$ cat config.mk
export PLATFORM = sky130hd
export DESIGN_NAME = mix_tree_sequencer
export DESIGN_NICKNAME = d
export VERILOG_FILES = /design/src/rtl/mix_tree_sequencer.sv
export SDC_FILE = /design/constraint.sdc
export NUM_CORES = 1
export LEC_CHECK = 0
export ABC_AREA = 1
export ABC_CLOCK_PERIOD_IN_PS = 6800
export BUFFER_PORTS_ARGS = -buffer_cell sky130_fd_sc_hd__buf_2
export CAP_MARGIN = 15
export CORE_MARGIN = 2
export CORE_UTILIZATION = 57
export CTS_BUF_LIST = sky130_fd_sc_hd__clkbuf_16
export DETAILED_ROUTE_END_ITERATION = 8
export GPL_TIMING_DRIVEN = 0
export PLACE_DENSITY = 0.83
export SYNTH_ARGS = -nofsm -noshare
export SYNTH_HDL_FRONTEND = slang
export SYNTH_SLANG_ARGS = --single-unit
$ cat constraint.sdc
create_clock -name clk -period 6.8 [get_ports clk]
set_clock_uncertainty 0.15 [all_clocks]
set_input_delay 1.02 -clock clk [delete_from_list [all_inputs] [get_ports clk]]
set_output_delay 1.02 -clock clk [all_outputs]
set_load 0.01 [all_outputs]
$ cat src/rtl/mix_tree_sequencer.sv
// Job sequencer for a binary mixer tree: load inlets, then mix/transfer
// level by level from leaves to root, then flush the outlet path.
module mix_tree_sequencer #(
    parameter int DEPTH        = 6,
    parameter int LOAD_CYCLES  = 16,
    parameter int MIX_CYCLES   = 64,
    parameter int XFER_CYCLES  = 8,
    parameter int FLUSH_CYCLES = 8,
    parameter int TW           = 16,
    localparam int N_IN        = 2**DEPTH,
    localparam int N_MIX       = N_IN - 1
) (
    input  logic             clk,
    input  logic             rst_n,
    input  logic             start_valid,
    output logic             start_ready,
    input  logic [N_IN-1:0]  inlet_mask,
    input  logic             abort,
    output logic [N_IN-1:0]  inlet_valve_o,
    output logic [N_MIX-1:0] mix_en_o,
    output logic [DEPTH-1:0] xfer_o,
    output logic             flush_o,
    output logic             busy_o,
    output logic             done_o,
    output logic             err_o
);

    localparam int LW = (DEPTH > 1) ? $clog2(DEPTH) : 1;
    localparam logic [TW-1:0] LOAD_LAST  = TW'(LOAD_CYCLES - 1);
    localparam logic [TW-1:0] MIX_LAST   = TW'(MIX_CYCLES - 1);
    localparam logic [TW-1:0] XFER_LAST  = TW'(XFER_CYCLES - 1);
    localparam logic [TW-1:0] FLUSH_LAST = TW'(FLUSH_CYCLES - 1);
    localparam logic [LW-1:0] LVL_TOP    = LW'(DEPTH - 1);

    typedef enum logic [2:0] {
        S_IDLE, S_LOAD, S_MIX, S_XFER, S_FLUSH
    } state_t;

    state_t          state_q, state_n;
    logic [LW-1:0]   lvl_q, lvl_n;
    logic [TW-1:0]   tmr_q, tmr_n;
    logic [N_IN-1:0] mask_q, mask_n;
    logic            abt_q, abt_n;
    logic            done_n, err_n;

    logic [N_MIX-1:0] lvl_or, lvl_hit;

    // Per-mixer occupancy: a mixer runs only if its subtree holds a selected inlet
    for (genvar l = 0; l < DEPTH; l++) begin : g_lvl
        localparam int OFF = N_IN - (N_IN >> l);
        localparam int CNT = N_IN >> (l + 1);
        localparam int W   = 2**(l + 1);
        for (genvar j = 0; j < CNT; j++) begin : g_mix
            assign lvl_or[OFF+j]  = |mask_n[j*W +: W];
            assign lvl_hit[OFF+j] = (lvl_n == LW'(l));
        end
    end

    always_comb begin
        state_n = state_q;
        lvl_n   = lvl_q;
        tmr_n   = tmr_q;
        mask_n  = mask_q;
        abt_n   = abt_q;
        done_n  = 1'b0;
        err_n   = 1'b0;
        unique case (state_q)
            S_IDLE: begin
                if (start_valid) begin
                    if (|inlet_mask) begin
                        state_n = S_LOAD;
                        mask_n  = inlet_mask;
                        lvl_n   = '0;
                        tmr_n   = '0;
                        abt_n   = 1'b0;
                    end else begin
                        done_n = 1'b1;
                        err_n  = 1'b1;
                    end
                end
            end
            S_LOAD: begin
                tmr_n = tmr_q + TW'(1);
                if (tmr_q == LOAD_LAST) begin
                    state_n = S_MIX;
                    tmr_n   = '0;
                end
            end
            S_MIX: begin
                tmr_n = tmr_q + TW'(1);
                if (tmr_q == MIX_LAST) begin
                    state_n = S_XFER;
                    tmr_n   = '0;
                end
            end
            S_XFER: begin
                tmr_n = tmr_q + TW'(1);
                if (tmr_q == XFER_LAST) begin
                    tmr_n = '0;
                    if (lvl_q == LVL_TOP) begin
                        state_n = S_FLUSH;
                    end else begin
                        state_n = S_MIX;
                        lvl_n   = lvl_q + LW'(1);
                    end
                end
            end
            S_FLUSH: begin
                tmr_n = tmr_q + TW'(1);
                if (tmr_q == FLUSH_LAST) begin
                    state_n = S_IDLE;
                    tmr_n   = '0;
                    done_n  = 1'b1;
                    err_n   = abt_q;
                end
            end
            default: state_n = S_IDLE;
        endcase
        // Abort overrides any phase-end transition taken above
        if (abort && (state_q == S_LOAD || state_q == S_MIX ||
                      state_q == S_XFER)) begin
            state_n = S_FLUSH;
            tmr_n   = '0;
            abt_n   = 1'b1;
        end
    end

    always_ff @(posedge clk or negedge rst_n) begin
        if (!rst_n) begin
            state_q       <= S_IDLE;
            lvl_q         <= '0;
            tmr_q         <= '0;
            mask_q        <= '0;
            abt_q         <= 1'b0;
            start_ready   <= 1'b1;
            inlet_valve_o <= '0;
            mix_en_o      <= '0;
            xfer_o        <= '0;
            flush_o       <= 1'b0;
            busy_o        <= 1'b0;
            done_o        <= 1'b0;
            err_o         <= 1'b0;
        end else begin
            state_q       <= state_n;
            lvl_q         <= lvl_n;
            tmr_q         <= tmr_n;
            mask_q        <= mask_n;
            abt_q         <= abt_n;
            start_ready   <= (state_n == S_IDLE);
            inlet_valve_o <= (state_n == S_LOAD) ? mask_n : '0;
            mix_en_o      <= (state_n == S_MIX) ? (lvl_or & lvl_hit) : '0;
            xfer_o        <= (state_n == S_XFER) ? (DEPTH'(1) << lvl_n)
                                                 : {DEPTH{state_n == S_FLUSH}};
            flush_o       <= (state_n == S_FLUSH);
            busy_o        <= (state_n != S_IDLE);
            done_o        <= done_n;
            err_o         <= err_n;
        end
    end

endmodule

==> run_results.csv <==
group,metric,value,unit
route,wl_per_cell,16.1,um
yosys,synth_async_sr_flop_share,100,%
status,status,"finished clean",
yosys,synth_edf_count,0,
timing,hold_violations,0,
placed_design,routabilityCongestion,0.901,
yosys,synth_cell_type_count,42,
power,p_leak,6.77,nW
placed_design,hpwl,17.3,mm
timing,fin_crit,3.16,ns
power,powerDensity,395,nW/um^2
critical_path,cp-start-kind,"input pin",
cts,post_cts_resized,0,
floorplan,initial_utilization,57.7,%
cts,cts_root_buf,"clkbuf_16",
global_route,antenna_found_initial,0,
power,peakVddDrop,283,uV
timing,finalSetupTns,0,ns
cts,post_cts_buffers,0,
critical_path,end_kind,"flip-flop",
timing,fmax,0.316,GHz
cts,cts_hold_buf,0,
cts,clk_path_buf_depth,3,
yosys,ys.flop_type,"dfrtp_1",
cts,h-tree-depth,1,
finish,drive_gt1_share,24.4,%
floorplan,ios,206,
hold_path,hold_path_class,"in -> async",
finish,final_nets,1351,
cts,clkSinkCount,225,
yosys,yosys_warnings,0,
cts,clkSlewWorstSetupHoldPaths,0.07,ns
floorplan,row_count,47,
floorplan,dieHeight,133,um
cts,clk_latency,0.51,ns
global_route,grt_max_degree,85,
finish,synthToLayoutAreaGrowth,21.9,%
global_route,first_global_vias,7515,
timing,fin_crit_sh,46.5,%
timing,finalSetupViolCount,0,
finish,design_area,11600,sq um
critical_path,arrival,3.42,ns
route,detail-route-antenna-nets,0,
route,routed_wl,24.4,mm
route,via_per_inst,5.01,
flow_run,max_cap_violations,0,
critical_path,crit_type,"in -> reg",
timing,finalMaxSlewViolations,0,
critical_path,required,7.05,ns
yosys,ys_seq_elements,225,
route,firstDrtPassIters,7,
yosys,netlist.area_leader.share,59.2,%
yosys,synth_area,9470,sq um
route,drc_errors,0,
yosys,synth_nets,1119,
cts,cts_tree,"done",
placed_design,place_area,10800,sq um
yosys,syn-instance-count,1048,
yosys,synth_area_leaders,"dfrtp_1 59%, nand2_1 8.4%, inv_1 8.1%",
floorplan,die_area,17700,sq um
placed_design,io_buffer_count,205,
cts,cts_inserted_buffers,23,
route,vias,7595,
global_route,track_usage,27.7,%
global_route,overflow,0,
critical_path,crit_fanout,10,
timing,worst_slew_pin_slew,0.656,ns
floorplan,core-area,16400,sq um
yosys,avgSynthCellArea,9.04,sq um
global_route,grt_pass1_wl,38.3,mm
route,drt_iter0_drc,642,
yosys,ys_seq_area_share,59.4,%
timing,rsz0062_at_grt,"no",
timing,relSlewSlack,56.3,%
yosys,synth_largest_area_cell,"dfrtp_1",
floorplan,die_x,133,um
[metrics by stage]
stage	util, %	instances	worst slack, ns	hold WS (ns)	total power, mW
after floorplan	-	1048	3.92	0.292	2.80
after global placement	65.7	1473	0.840	0.309	3.29
after detailed placement	66.1	1475	3.11	0.318	3.35
after CTS	70.4	1516	3.63	0.338	4.56
after global routing	70.4	1516	3.40	0.351	4.84
final	70.4	1517	3.64	0.320	4.56
[cell type report]
cell class | count | area (sq um)
plain buffers | 30 | 209
fillers | 1269 | 4860
clock inverters | 18 | 133
inverters | 210 | 788
diodes | 1 | 2.50
multi-input cells | 583 | 2850
repair buffers | 207 | 1090
clock buffers | 23 | 576
well taps | 220 | 275
flip-flops and latches | 225 | 5630
[report_power, final]
group | internal [mW] | switching (mW)
clock network | 0.689 | 0.511
logic | 0.480 | 1.03
registers | 1.73 | 0.119
[cells by family after synthesis]
group / Yosys count / synth area share (%)
AOI/OAI and AO/OA: 63 / 3.63
xor gates and xnor gates: 3 / 0.277
buffers and inverters: 240 / 10.5
adders and majority gates: 3 / 0.396
and+or+nand+nor: 514 / 25.7
DFF: 225 / 59.4
[cell usage after synthesis, types with 2 or more instances]
| master | n |
|---|---|
| a21oi_1 | 20 |
| buf_2 | 15 |
| buf_4 | 2 |
| buf_6 | 7 |
| clkbuf_1 | 4 |
| dfrtp_1 | 224 |
| ha_1 | 3 |
| inv_1 | 204 |
| inv_2 | 5 |
| nand2_1 | 211 |
| nand2_2 | 5 |
| nand2_4 | 2 |
| nand3_1 | 25 |
| nand3b_1 | 42 |
| nand4_1 | 5 |
| nor2_1 | 170 |
| nor2_2 | 15 |
| nor2_4 | 4 |
| nor2b_1 | 2 |
| nor3_1 | 8 |
| nor3b_1 | 8 |
| nor3b_2 | 10 |
| o211ai_1 | 2 |
| o21ai_0 | 20 |
| o21ai_1 | 16 |
| xor2_1 | 3 |
[layout by cell type (no fill, tap or decap), types with 7 or more instances in the layout]
cell / synthesis / final
inv_1: 204 / 208
o21ai_1: 16 / 16
nand2_1: 211 / 211
nor2_2: 15 / 15
nand3b_1: 42 / 42
nor3b_1: 8 / 8
o21ai_0: 20 / 20
clkinv_2: 0 / 7
buf_6: 7 / 7
dfrtp_1: 224 / 224
a21oi_1: 20 / 20
clkbuf_16: 0 / 23
nor3_1: 8 / 8
nand3_1: 25 / 25
buf_2: 15 / 219
nor3b_2: 10 / 10
nor2_1: 170 / 170
[flip-flops by register name, indices dropped and copies added, names as in the netlist]
name	flops
inlet_valve_o	64
mask_q	64
mix_en_o	63
tmr_q	16
xfer_o	6
lvl_q	3
state_q	3
abt_q	1
busy_o	1
done_o	1
err_o	1
flush_o	1
start_ready	1
[final timing paths]
| path | from | to | slack (ns) | cells after the start |
|---|---|---|---|---|
| min in group clk | abt_q | abt_q | 0.34 | 2 |
| worst min register to register | abt_q | abt_q | 0.34 | 2 |
| max in group asynchronous | rst_n | inlet_valve_o[44] | 5.06 | 3 |
| worst max register to register | tmr_q[1] | mix_en_o[26] | 3.87 | 12 |
| worst min-delay path | rst_n | xfer_o[4] | 0.32 | 1 |
| worst max-delay path | inlet_mask[20] | mix_en_o[60] | 3.64 | 18 |
[critical path, cell delays in order]
cell	delay, ns
buf_2	0.11
nor2_1	0.12
nand2_1	0.07
nor2_1	0.15
nand2_1	0.11
nor2_4	0.16
nand2_4	0.13
nand2_8	0.12
buf_12	0.15
buf_6	0.17
nand2_1	0.06
nand2_1	0.12
nand2_1	0.12
nor2_2	0.31
nand2_1	0.09
nor2_1	0.15
nand2_1	0.10
nor2b_1	0.15
[layer usage]
metal,vias to the layer above,part of all wire [%],global-route usage [%]
li1,3597,-,-
met1,3614,41,37.1
met2,323,47,45.6
met3,61,8.9,6.78
met4,0,2.8,7.89
met5,-,0,0
Power figures use the tool's default switching activity.
